[src/rtl/botao_pkg.sv]
// Shared types and helpers for the multi-channel button debouncer.
// Holds the per-channel FSM encoding and the counter-width function.
package botao_pkg;

  typedef enum logic [1:0] {SOLTO, PRESSIONADO, REPETINDO} estado_botao_t;

  // Bits needed to hold values 0..x; never less than one bit.
  function automatic int largura(input int x);
    return (x < 1) ? 1 : $clog2(x + 1);
  endfunction

endpackage

[src/rtl/botao_debounce_multicanal_if.sv]
// Button bundle: raw inputs towards the debouncer, clean levels and event pulses back.
// The design side uses the slave modport; the board/stimulus side uses master.
interface botao_debounce_multicanal_if #(
  parameter int N_BOTOES = 4
);
  logic [N_BOTOES-1:0] botao;
  logic [N_BOTOES-1:0] estado;
  logic [N_BOTOES-1:0] pulso;
  logic [N_BOTOES-1:0] solto;
  logic [N_BOTOES-1:0] segurando;

  modport master (
    output botao,
    input  estado,
    input  pulso,
    input  solto,
    input  segurando
  );

  modport slave (
    input  botao,
    output estado,
    output pulso,
    output solto,
    output segurando
  );
endinterface

[src/rtl/botao_canal.sv]
// One button channel: 2-flop synchroniser, stability-counter debounce, press/repeat/release FSM.
// Input is already active-high; every output is registered.
module botao_canal
  import botao_pkg::*;
#(
  parameter int DEBOUNCE_CICLOS = 500000,
  parameter int REPETE_ATRASO   = 25000000,
  parameter int REPETE_PERIODO  = 6250000
) (
  input  logic clk,
  input  logic reset,
  input  logic botao_i,
  output logic estado_o,
  output logic pulso_o,
  output logic solto_o,
  output logic segurando_o
);

  localparam int DW      = largura(DEBOUNCE_CICLOS);
  localparam int REP_MAX = (REPETE_ATRASO > REPETE_PERIODO) ? REPETE_ATRASO : REPETE_PERIODO;
  localparam int RW      = largura(REP_MAX);

  localparam logic [DW-1:0] DEB_FIM     = DW'(DEBOUNCE_CICLOS - 1);
  localparam logic [RW-1:0] ATRASO_FIM  = RW'(REPETE_ATRASO - 1);
  localparam logic [RW-1:0] PERIODO_FIM = RW'(REPETE_PERIODO - 1);

  logic          sync1_q, sync1_d;
  logic          s_q, s_d;
  logic          estado_q, estado_d;
  logic [DW-1:0] cnt_q, cnt_d;
  logic [RW-1:0] rep_q, rep_d, rep_inc;
  estado_botao_t fsm_q, fsm_d;
  logic          pulso_q, pulso_d;
  logic          solto_q, solto_d;
  logic          segurando_q, segurando_d;
  logic          subida, descida;

  always_comb begin
    sync1_d  = botao_i;
    s_d      = sync1_q;
    estado_d = estado_q;
    cnt_d    = cnt_q;
    subida   = 1'b0;
    descida  = 1'b0;
    if (s_q == estado_q) begin
      cnt_d = '0;
    end else if (cnt_q == DEB_FIM) begin
      estado_d = s_q;
      cnt_d    = '0;
      subida   = s_q;
      descida  = ~s_q;
    end else begin
      cnt_d = cnt_q + 1'b1;
    end
  end

  // Saturating increment: with auto-repeat disabled PRESSIONADO can last forever.
  assign rep_inc = (rep_q == '1) ? rep_q : rep_q + 1'b1;

  always_comb begin
    fsm_d       = fsm_q;
    rep_d       = rep_q;
    pulso_d     = 1'b0;
    solto_d     = 1'b0;
    segurando_d = segurando_q;
    // Release takes priority over a repeat maturing in the same cycle.
    if (descida) begin
      fsm_d       = SOLTO;
      rep_d       = '0;
      solto_d     = 1'b1;
      segurando_d = 1'b0;
    end else begin
      case (fsm_q)
        SOLTO: begin
          if (subida) begin
            pulso_d = 1'b1;
            rep_d   = '0;
            fsm_d   = PRESSIONADO;
          end
        end
        PRESSIONADO: begin
          if ((REPETE_ATRASO != 0) && (rep_q == ATRASO_FIM)) begin
            pulso_d     = 1'b1;
            rep_d       = '0;
            fsm_d       = REPETINDO;
            segurando_d = 1'b1;
          end else begin
            rep_d = rep_inc;
          end
        end
        REPETINDO: begin
          if (rep_q == PERIODO_FIM) begin
            pulso_d = 1'b1;
            rep_d   = '0;
          end else begin
            rep_d = rep_inc;
          end
        end
        default: fsm_d = SOLTO;
      endcase
    end
  end

  always_ff @(posedge clk or posedge reset) begin
    if (reset) begin
      sync1_q     <= 1'b0;
      s_q         <= 1'b0;
      estado_q    <= 1'b0;
      cnt_q       <= '0;
      rep_q       <= '0;
      fsm_q       <= SOLTO;
      pulso_q     <= 1'b0;
      solto_q     <= 1'b0;
      segurando_q <= 1'b0;
    end else begin
      sync1_q     <= sync1_d;
      s_q         <= s_d;
      estado_q    <= estado_d;
      cnt_q       <= cnt_d;
      rep_q       <= rep_d;
      fsm_q       <= fsm_d;
      pulso_q     <= pulso_d;
      solto_q     <= solto_d;
      segurando_q <= segurando_d;
    end
  end

  assign estado_o    = estado_q;
  assign pulso_o     = pulso_q;
  assign solto_o     = solto_q;
  assign segurando_o = segurando_q;

endmodule

[src/rtl/botao_debounce_multicanal.sv]
// N independent debounced buttons with press/auto-repeat/release pulses.
// Optional polarity inversion is applied before each channel's synchroniser.
module botao_debounce_multicanal
  import botao_pkg::*;
#(
  parameter int N_BOTOES        = 4,
  parameter int DEBOUNCE_CICLOS = 500000,
  parameter int REPETE_ATRASO   = 25000000,
  parameter int REPETE_PERIODO  = 6250000,
  parameter bit ATIVO_BAIXO     = 1'b0
) (
  input logic                         clk,
  input logic                         reset,
  botao_debounce_multicanal_if.slave  bus
);

  logic [N_BOTOES-1:0] botao_ativo;

  assign botao_ativo = bus.botao ^ {N_BOTOES{ATIVO_BAIXO}};

  for (genvar i = 0; i < N_BOTOES; i++) begin : g_canal
    botao_canal #(
      .DEBOUNCE_CICLOS (DEBOUNCE_CICLOS),
      .REPETE_ATRASO   (REPETE_ATRASO),
      .REPETE_PERIODO  (REPETE_PERIODO)
    ) u_canal (
      .clk         (clk),
      .reset       (reset),
      .botao_i     (botao_ativo[i]),
      .estado_o    (bus.estado[i]),
      .pulso_o     (bus.pulso[i]),
      .solto_o     (bus.solto[i]),
      .segurando_o (bus.segurando[i])
    );
  end

endmodule

[src/flat_wrapper.sv]
// flat-port wrapper written by rule: the top's interface ports become plain ports
module botao_debounce_multicanal_flat import botao_pkg::*;
#(
  parameter int N_BOTOES        = 4,
  parameter int DEBOUNCE_CICLOS = 500000,
  parameter int REPETE_ATRASO   = 25000000,
  parameter int REPETE_PERIODO  = 6250000,
  parameter bit ATIVO_BAIXO     = 1'b0
)
  (clk, reset, bus_botao, bus_estado, bus_pulso, bus_solto, bus_segurando);
  botao_debounce_multicanal_if #(.N_BOTOES(N_BOTOES)) bus_i ();
  input logic clk;
  input logic reset;
  input wire logic [$bits(bus_i.botao)-1:0] bus_botao;
  output wire logic [$bits(bus_i.estado)-1:0] bus_estado;
  output wire logic [$bits(bus_i.pulso)-1:0] bus_pulso;
  output wire logic [$bits(bus_i.solto)-1:0] bus_solto;
  output wire logic [$bits(bus_i.segurando)-1:0] bus_segurando;
  assign bus_i.botao = bus_botao;
  assign bus_estado = bus_i.estado;
  assign bus_pulso = bus_i.pulso;
  assign bus_solto = bus_i.solto;
  assign bus_segurando = bus_i.segurando;
  botao_debounce_multicanal #(.N_BOTOES(N_BOTOES), .DEBOUNCE_CICLOS(DEBOUNCE_CICLOS), .REPETE_ATRASO(REPETE_ATRASO), .REPETE_PERIODO(REPETE_PERIODO), .ATIVO_BAIXO(ATIVO_BAIXO)) u_core (.clk(clk), .reset(reset), .bus(bus_i));
endmodule
[config.mk]
export PLATFORM = sky130hd
export DESIGN_NAME = botao_debounce_multicanal_flat
export DESIGN_NICKNAME = d
export VERILOG_FILES = /design/src/rtl/botao_pkg.sv /design/src/rtl/botao_debounce_multicanal_if.sv /design/src/rtl/botao_canal.sv /design/src/rtl/botao_debounce_multicanal.sv /design/src/flat_wrapper.sv
export SDC_FILE = /design/constraint.sdc
export NUM_CORES = 1
export LEC_CHECK = 0
export CORE_ASPECT_RATIO = 1.75
export CORE_UTILIZATION = 40
export CTS_BUF_LIST = sky130_fd_sc_hd__clkbuf_4
export CTS_CLUSTER_SIZE = 28
export DETAILED_ROUTE_END_ITERATION = 12
export PLACE_DENSITY = 0.56
export SLEW_MARGIN = 40
export SYNTH_ARGS = -nofsm -noshare
export SYNTH_HDL_FRONTEND = slang
export SYNTH_SLANG_ARGS = --single-unit
[constraint.sdc]
create_clock -name clk -period 14.5 [get_ports clk]
set_clock_uncertainty 0.1 [all_clocks]
set_input_delay 2.175 -clock clk [delete_from_list [all_inputs] [get_ports clk]]
set_output_delay 2.175 -clock clk [all_outputs]
set_load 0.03 [all_outputs]
==> impl_metrics.ini, run 1 <==
[synth]
synth_ff_type = dfrtp_1
synth-seq-area-share = 0.447
syn_area_per_cell_um2 = 9.13
synth_edf_count = 0
syn_inst = 1274
ys_types = 74
ys_async_sr_fraction = 1.00
ys_ff_latch = 208
syn_nets = 1308
yosysWarningCount = 0
syn_area_um2 = 11600

[setup_path]
worst-setup-path-type = reg2out
critPathArrivalTime_ns = 1.87
slowest_delay_ns = 0.74
worstPathCellList = clkdlybuf4s50_1
crit_buf_inv = 1
slowest_stage = clkdlybuf4s50_1
critical-path-top-delay-family = buffers and inverters
cp-start-kind = register
required_ns = 12.23
path_depth = 1
worstPathMaxFanout = 7
end_kind = output pin
r2r_cells = 6

[power]
peakVddDrop_mv = 0.0842
p_leak_nw = 5.28
power_density_nw_per_um2 = 87.8

[finish]
area_growth_pct = 10.1
drive_gt1_frac = 0.0820
nets = 1334

[die]
core_um2 = 28600
die-area_um2 = 29800
die_h_um = 228
row_count = 82
initial_core_util = 0.407
num_io_pins = 22
dieWidth_um = 131

[routing]
firstDrtPassIters = 7
drc = 0
routed_wl_um = 27100
drt_iter0_drc = 506
vias = 9657
antenna_left = 0
via_per_inst = 5.61
wl_per_cell_um = 15.7

[global_routing]
grt_pass1_vias = 9791
antenna_found_initial = 1
grt_pass1_wl_um = 46300
grt_max_degree = 135
grt.total_usage = 0.190
overflow = 0

[place]
gp_congestion = 0.862
place_ws_ns = 10.38
io_buffers = 21
dpl.hpwl_um = 18000

[flow_run]
cap_violations = 0

[clock_network]
cts_root_buf = clkbuf_4
cts_tree = built
clk-insertion-delay-late_ns = 0.68
clock_sinks = 208
clkTransAtPathRegs_ns = 0.07
cts_setup_buffers = 0
numCtsBuffers = 52
hold_buffers = 0
cts_resized = 0
cts_buffer_depth = 3
htreeDepth = 2

[timing]
fin_crit_sh = 0.286
setup_viol = 0
rsz0062_at_grt = no
slew_headroom = 0.452
fin_crit_ns = 4.15
fin_ws_ns = 10.35
worst_pin_slew_ns = 0.815
finalHoldViolCount = 0
max_freq_mhz = 241
final_max_slew_viol_count = 0
tns_ns = 0

[status]
outcome = completed

[worst_hold_path]
hp-class = reg2reg
holdPathStages = 0
[area by class of cell]
type,instances,area [um^2]
Clock buffer,71,533
Multi-Input combinational cell,967,5990
Timing Repair Buffer,31,295
Clock inverter,25,149
Tap cell,378,473
Inverter,40,163
Antenna cell,1,2.50
Fill cell,2805,15800
Sequential cell,208,5200
[cells in the final DEF, fill, tap and decap left out, drive strengths merged, types with 28 or more instances in the layout]
cell type	instances
dfrtp	208
nor2	168
nand2	116
nand3	108
clkbuf	72
xor2	68
nand4	64
inv	40
a21oi	40
ha	28
[metal layers]
metal  global-route usage  part of all wire  up-vias
met5                    0                 0        -
met4               0.0875             0.027        0
met3               0.0339             0.036       57
met2                0.345              0.53      190
met1                0.213              0.41     4685
li1                     -                 -     4725
[synthesized netlist by cell type (18+ instances only)]
library cell	instances	area share
dfrtp_1	208	0.45
nor2_1	165	0.053
nand2_1	116	0.037
nand3_1	108	0.046
xor2_1	68	0.051
nand4_1	64	0.034
a21oi_1	40	0.017
inv_1	40	0.013
clkbuf_1	33	0.011
ha_1	28	0.030
and3_1	27	0.015
xnor2_1	23	0.017
and2_1	22	0.012
nor3_1	22	0.0095
nor4_1	22	0.012
o21ai_0	21	0.0090
a31oi_1	20	0.011
o31ai_1	19	0.012
and4_1	18	0.014
buf_4	18	0.012
[registers in the layout, indices dropped and copies added, names as in the netlist]
| signal | count |
|---|---|
| u_core.g_canal.u_canal.s_d | 4 |
| u_core.g_canal.u_canal.fsm_q | 8 |
| u_core.g_canal.u_canal.s_q | 4 |
| u_core.g_canal.u_canal.pulso_o | 4 |
| u_core.g_canal.u_canal.segurando_o | 4 |
| u_core.g_canal.u_canal.estado_o | 4 |
| u_core.g_canal.u_canal.rep_q | 100 |
| u_core.g_canal.u_canal.cnt_q | 76 |
| u_core.g_canal.u_canal.solto_o | 4 |
[final timing paths]
check	start	end	slack, ns
worst max-delay path	u_core.g_canal[3].u_canal.estado_o$_DFFE_PP0P_	bus_estado[3]	10.35
max in group asynchronous	reset	u_core.g_canal[2].u_canal.rep_q[1]$_DFFE_PP0P_	11.23
worst max register to register	u_core.g_canal[0].u_canal.rep_q[13]$_DFFE_PP0P_	u_core.g_canal[0].u_canal.rep_q[5]$_DFFE_PP0P_	11.40
min in group asynchronous	reset	u_core.g_canal[1].u_canal.solto_o$_DFF_PP0_	1.97
worst min-delay path	u_core.g_canal[0].u_canal.s_d$_DFF_PP0_	u_core.g_canal[0].u_canal.s_q$_DFF_PP0_	0.26
worst min register to register	u_core.g_canal[0].u_canal.s_d$_DFF_PP0_	u_core.g_canal[0].u_canal.s_q$_DFF_PP0_	0.26
[report_power, final]
part / switching [W] / internal [W] / leakage (nW)
logic: 0.0000188 / 0.00000582 / 2.00
registers: 0.00000363 / 0.000584 / 2.88
clock network: 0.000249 / 0.000264 / 0.396
[through the flow]
| stage | instances | utilization | hold WS, ns | power [W] | instance area [um^2] |
|---|---|---|---|---|---|
| finish | 1721 | 0.448 | 0.256 | 0.00113 | 12800 |
| global route | 1721 | 0.448 | 0.262 | 0.00118 | 12800 |
| CTS | 1719 | 0.447 | 0.259 | 0.00115 | 12800 |
| detailed placement | 1623 | 0.423 | 0.243 | 0.000624 | 12100 |
| global placement | 1623 | 0.422 | 0.238 | 0.000624 | 12100 |
| floorplan | 1274 | - | 0.231 | 0.000615 | 11600 |
[cells by family after synthesis]
group | synth area share
buf+inv | 0.0400
simple gates | 0.287
mux | 0.0106
fa+ha+maj | 0.0301
flops | 0.447
compound gates | 0.116
xor+xnor | 0.0685
(Power assumes the default switching activity.)
==> run 2, diff against run 1 <==
Settings changed: PLACE_DENSITY 0.56 to 0.58.
Clock period 14.5 ns to 3.6 ns, I/O delays scaled along.
==> run 2 against run 1 <==
Design area is 0.63% higher. Global-route usage is 0.26 points higher. Cell count is 0.23% higher. Flip-flop and latch count stayed put. Largest cell class unchanged.
==> impl_metrics.ini, run 2 (synthesized netlist as in run 1, its figures left out) <==
[timing]
max_freq_mhz = 337
rsz0062_at_grt = no
fin_crit_ns = 2.97
final_max_slew_viol_count = 0
tns_ns = 0
worst_pin_slew_ns = 0.775
slew_headroom = 0.478
fin_crit_sh = 0.825
finalHoldViolCount = 0
setup_viol = 0

[die]
core_um2 = 28600
row_count = 82
num_io_pins = 22
die-area_um2 = 29800
die_h_um = 228
initial_core_util = 0.407
dieWidth_um = 131

[routing]
drc = 0
drt_iter0_drc = 500
via_per_inst = 5.61
firstDrtPassIters = 5
vias = 9685
routed_wl_um = 27200
wl_per_cell_um = 15.8
antenna_left = 0

[clock_network]
numCtsBuffers = 52
cts_root_buf = clkbuf_4
clkTransAtPathRegs_ns = 0.09
hold_buffers = 0
cts_setup_buffers = 0
htreeDepth = 2
clk-insertion-delay-late_ns = 0.71
cts_tree = built
cts_resized = 0
cts_buffer_depth = 3
clock_sinks = 208

[status]
outcome = completed

[setup_path]
worstPathMaxFanout = 20
worstPathCellList = or3_1 -> or4_1 -> o31a_1 -> o211a_1 -> nand2_1 -> o311ai_0
critPathArrivalTime_ns = 3.41
slowest_delay_ns = 0.52
worst-setup-path-type = reg2reg
end_kind = register
slowest_stage = or4_1
rrSetupSlack_ns = 0.63
cp-start-kind = register
required_ns = 4.04

[global_routing]
grt.total_usage = 0.193
grt_max_degree = 120
antenna_found_initial = 1
grt_pass1_vias = 9719
overflow = 0
grt_pass1_wl_um = 46500

[place]
gp_congestion = 0.875
dpl.hpwl_um = 18500
io_buffers = 21

[finish]
num-fill-cells = 2816
final_util = 0.450
reg_top3 = u_core.g_canal.u_canal.rep_q (100), u_core.g_canal.u_canal.cnt_q (76), u_core.g_canal.u_canal.fsm_q (8)
nets = 1343
drive_gt1_frac = 0.0906
top_register = u_core.g_canal.u_canal.rep_q
area_growth_pct = 10.8
layout_common_cells = 208 x dfrtp_1, 165 x nor2_1, 116 x nand2_1
largest_reg_flops = 100
layout_commonest_cell = dfrtp_1

[worst_hold_path]
hp-class = in2reg

[flow_run]
cap_violations = 0

[power]
p_leak_nw = 5.34
power_density_nw_per_um2 = 362
peakVddDrop_mv = 0.533
run 2: metal layers:
metal,track usage,share of wire,routed length (um)
met1,0.222,0.42,11300
met2,0.341,0.52,14200
met3,0.0323,0.028,771
met4,0.0968,0.036,969
met5,0,0,0
run 2: final timing paths:
check                                                           startpoint                                        endpoint  cells past startpoint
setup reg to reg           u_core.g_canal[0].u_canal.rep_q[13]$_DFFE_PP0P_  u_core.g_canal[0].u_canal.rep_q[5]$_DFFE_PP0P_                      6
hold reg to reg                    u_core.g_canal[2].u_canal.s_d$_DFF_PP0_         u_core.g_canal[2].u_canal.s_q$_DFF_PP0_                      0
setup / recovery           u_core.g_canal[0].u_canal.rep_q[13]$_DFFE_PP0P_  u_core.g_canal[0].u_canal.rep_q[5]$_DFFE_PP0P_                      6
min in group asynchronous                                            reset     u_core.g_canal[1].u_canal.pulso_o$_DFF_PP0_                      3
hold / removal                                                bus_botao[2]         u_core.g_canal[2].u_canal.s_d$_DFF_PP0_                      1
max in group asynchronous                                            reset     u_core.g_canal[0].u_canal.pulso_o$_DFF_PP0_                      3
run 2: where the power goes:
part           switching [W]  leakage (nW)  internal, W
clock                0.00103         0.418      0.00117
sequential         0.0000141          2.88      0.00235
combinational      0.0000749          2.04    0.0000257
total                0.00112          5.34      0.00355
run 2: final cells by class:
class | instances | area, um^2 | area share
antenna | 1 | 2.50 | 0.000194
clock buffer | 68 | 510 | 0.0396
clock inverter | 23 | 200 | 0.0155
inverter | 40 | 154 | 0.0119
multi-input combinational | 967 | 5980 | 0.464
sequential | 208 | 5200 | 0.404
tap | 378 | 473 | 0.0367
timing repair buffer | 40 | 369 | 0.0286
run 2: per-stage QoR:
stage	hold slack, ns	setup slack, ns	std cells	total power, W	cell area [um^2]
global route	0.146	0.424	1725	0.00489	12900
global placement	0.237	0.690	1633	0.00251	12200
CTS	0.117	0.640	1724	0.00478	12900
floorplan	0.231	0.260	1274	0.00248	11600
detailed placement	0.241	0.681	1633	0.00252	12200
finish	0.183	0.629	1725	0.00467	12900
run 2: critical path: cells and delay by family, from the launching register on:
kind	cells	cell delay, ns
and+or+nand+nor	3	1.33
DFF	1	0.46
AOI/OAI and AO/OA	3	0.91
==> run 3, diff against run 2 <==
Clock period 3.6 ns to 2.66 ns, I/O delays scaled along.
==> run 3 against run 2 <==
Core utilization increased by 2.4 points. Design area grew 5.2%. Critical endpoint is now u_core.g_canal[1].u_canal.rep_q[19]$_DFFE_PP0P_. Sequential power increased by 35%. Die area is the same. Critical path depth rose by 1. Critical path type unchanged. Wire length rose by 5.9%. Clock power up 16%. Largest cell class unchanged. Register-to-register slack worse by 0.58 ns. Power rose by 27%. Via count grew 3.1%. Sequential share of layout area fell by 2.0 points.
==> impl_metrics.ini, run 3 (synthesized netlist as in run 1, its figures left out) <==
[die]
row_count = 82
die-area_um2 = 29800
die_h_um = 228
initial_core_util = 0.407
core_um2 = 28600
num_io_pins = 22
dieWidth_um = 131

[power]
p_leak_nw = 5.74
peakVddDrop_mv = 0.262
power_density_nw_per_um2 = 437
power_w = 0.00593

[setup_path]
rrSetupSlack_ns = 0.04
worstPathMaxFanout = 8
worst-setup-path-type = reg2reg
required_ns = 3.13
cp-start-kind = register
critPathArrivalTime_ns = 3.08
end_kind = register

[timing]
rsz0062_at_grt = yes
fin_crit_ns = 2.62
worst_pin_slew_ns = 0.685
tns_ns = 0
setup_viol = 0
max_freq_mhz = 382
final_max_slew_viol_count = 0
slew_headroom = 0.539
finalHoldViolCount = 0
fin_crit_sh = 0.983

[routing]
via_per_inst = 5.55
vias = 9990
firstDrtPassIters = 5
drt_iter0_drc = 503
antenna_left = 0
drc = 0
routed_wl_um = 28800
wl_per_cell_um = 16.0

[clock_network]
cts_tree = built
htreeDepth = 2
numCtsBuffers = 53
clkTransAtPathRegs_ns = 0.07
cts_root_buf = clkbuf_4
clk-insertion-delay-late_ns = 0.68
cts_buffer_depth = 3
clock_sinks = 208

[place]
io_buffers = 21
gp_congestion = 0.879
dpl.hpwl_um = 20500

[finish]
top_register = u_core.g_canal.u_canal.rep_q
layout_common_cells = 208 x dfrtp_1, 163 x nor2_1, 116 x nand2_1
num-fill-cells = 2790
layout_commonest_cell = dfrtp_1
reg_top3 = u_core.g_canal.u_canal.rep_q (100), u_core.g_canal.u_canal.cnt_q (76), u_core.g_canal.u_canal.fsm_q (8)
final_util = 0.474
ff_latch_area_um2 = 5200
area_growth_pct = 16.6
largest_reg_flops = 100
drive_gt1_frac = 0.149
multiInputGateArea_um2 = 6050
nets = 1427

[flow_run]
cap_violations = 0

[global_routing]
grt_pass1_vias = 10200
overflow = 0
antenna_found_initial = 1
grt.total_usage = 0.203
grt_max_degree = 58
grt_pass1_wl_um = 48600

[worst_hold_path]
hp-class = in2reg

[status]
outcome = completed
-- run 3: worst max-delay path, cell delays in order, from the launching register on --
cell and delay (ns):
dfrtp_1 0.39, or4b_4 0.53, or4_4 0.57, o32ai_4 0.39, buf_6 0.19, nand4_1 0.10
xor2_1 0.19, nor2_2 0.04
-- run 3: repair_timing --
action                     in CTS  in global routing
pin swaps                       1                  5
hold endpoints to repair       18                  0
setup endpoints to repair      16                 74
hold buffers                    4                  0
buffers inserted                0                  1
gates resized for setup         2                 15
-- run 3: per-stage QoR --
step | instance area (um^2) | hold WS, ns | worst slack (ns) | cells
after detailed placement | 12800 | 0.238 | -0.0636 | 1711
after CTS | 13500 | 0.0199 | 0.00871 | 1797
after floorplan | 11600 | 0.231 | -0.539 | 1274
final | 13600 | 0.0966 | 0.0441 | 1799
after global routing | 13600 | 0.0350 | -0.0748 | 1799
after global placement | 12800 | 0.248 | -0.0426 | 1711
-- run 3: where the power goes --
part / total, W / switching (W) / internal (W)
Clock: 0.00256 / 0.00128 / 0.00128
Combinational: 0.000159 / 0.000107 / 0.0000518
Sequential: 0.00320 / 0.0000189 / 0.00318
-- run 3: final timing paths --
check                                                               from                                               to  cells past startpoint
max                        u_core.g_canal[1].u_canal.cnt_q[12]$_DFF_PP0_  u_core.g_canal[1].u_canal.rep_q[19]$_DFFE_PP0P_                      7
min                                                         bus_botao[0]          u_core.g_canal[0].u_canal.s_d$_DFF_PP0_                      1
max reg2reg                u_core.g_canal[1].u_canal.cnt_q[12]$_DFF_PP0_  u_core.g_canal[1].u_canal.rep_q[19]$_DFFE_PP0P_                      7
min reg2reg                      u_core.g_canal[0].u_canal.s_d$_DFF_PP0_          u_core.g_canal[0].u_canal.s_q$_DFF_PP0_                      0
max in group asynchronous                                          reset    u_core.g_canal[0].u_canal.cnt_q[12]$_DFF_PP0_                      4
min in group asynchronous                                          reset    u_core.g_canal[1].u_canal.cnt_q[14]$_DFF_PP0_                      3
-- run 3: layer usage --
layer | up-vias | share of wire | global-route usage
met3 | 84 | 0.032 | 0.0342
met2 | 183 | 0.53 | 0.370
met1 | 4845 | 0.40 | 0.223
met5 | - | 0 | 0
met4 | 0 | 0.040 | 0.103
li1 | 4878 | - | -
-- run 3: cell type report --
| class | count | share of cell area |
|---|---|---|
| clock inverter | 6 | 0.00175 |
| multi-input combinational | 967 | 0.446 |
| timing repair buffer | 123 | 0.0803 |
| antenna | 1 | 0.000184 |
| sequential | 208 | 0.384 |
| tap | 378 | 0.0349 |
| inverter | 40 | 0.0113 |
| clock buffer | 76 | 0.0421 |
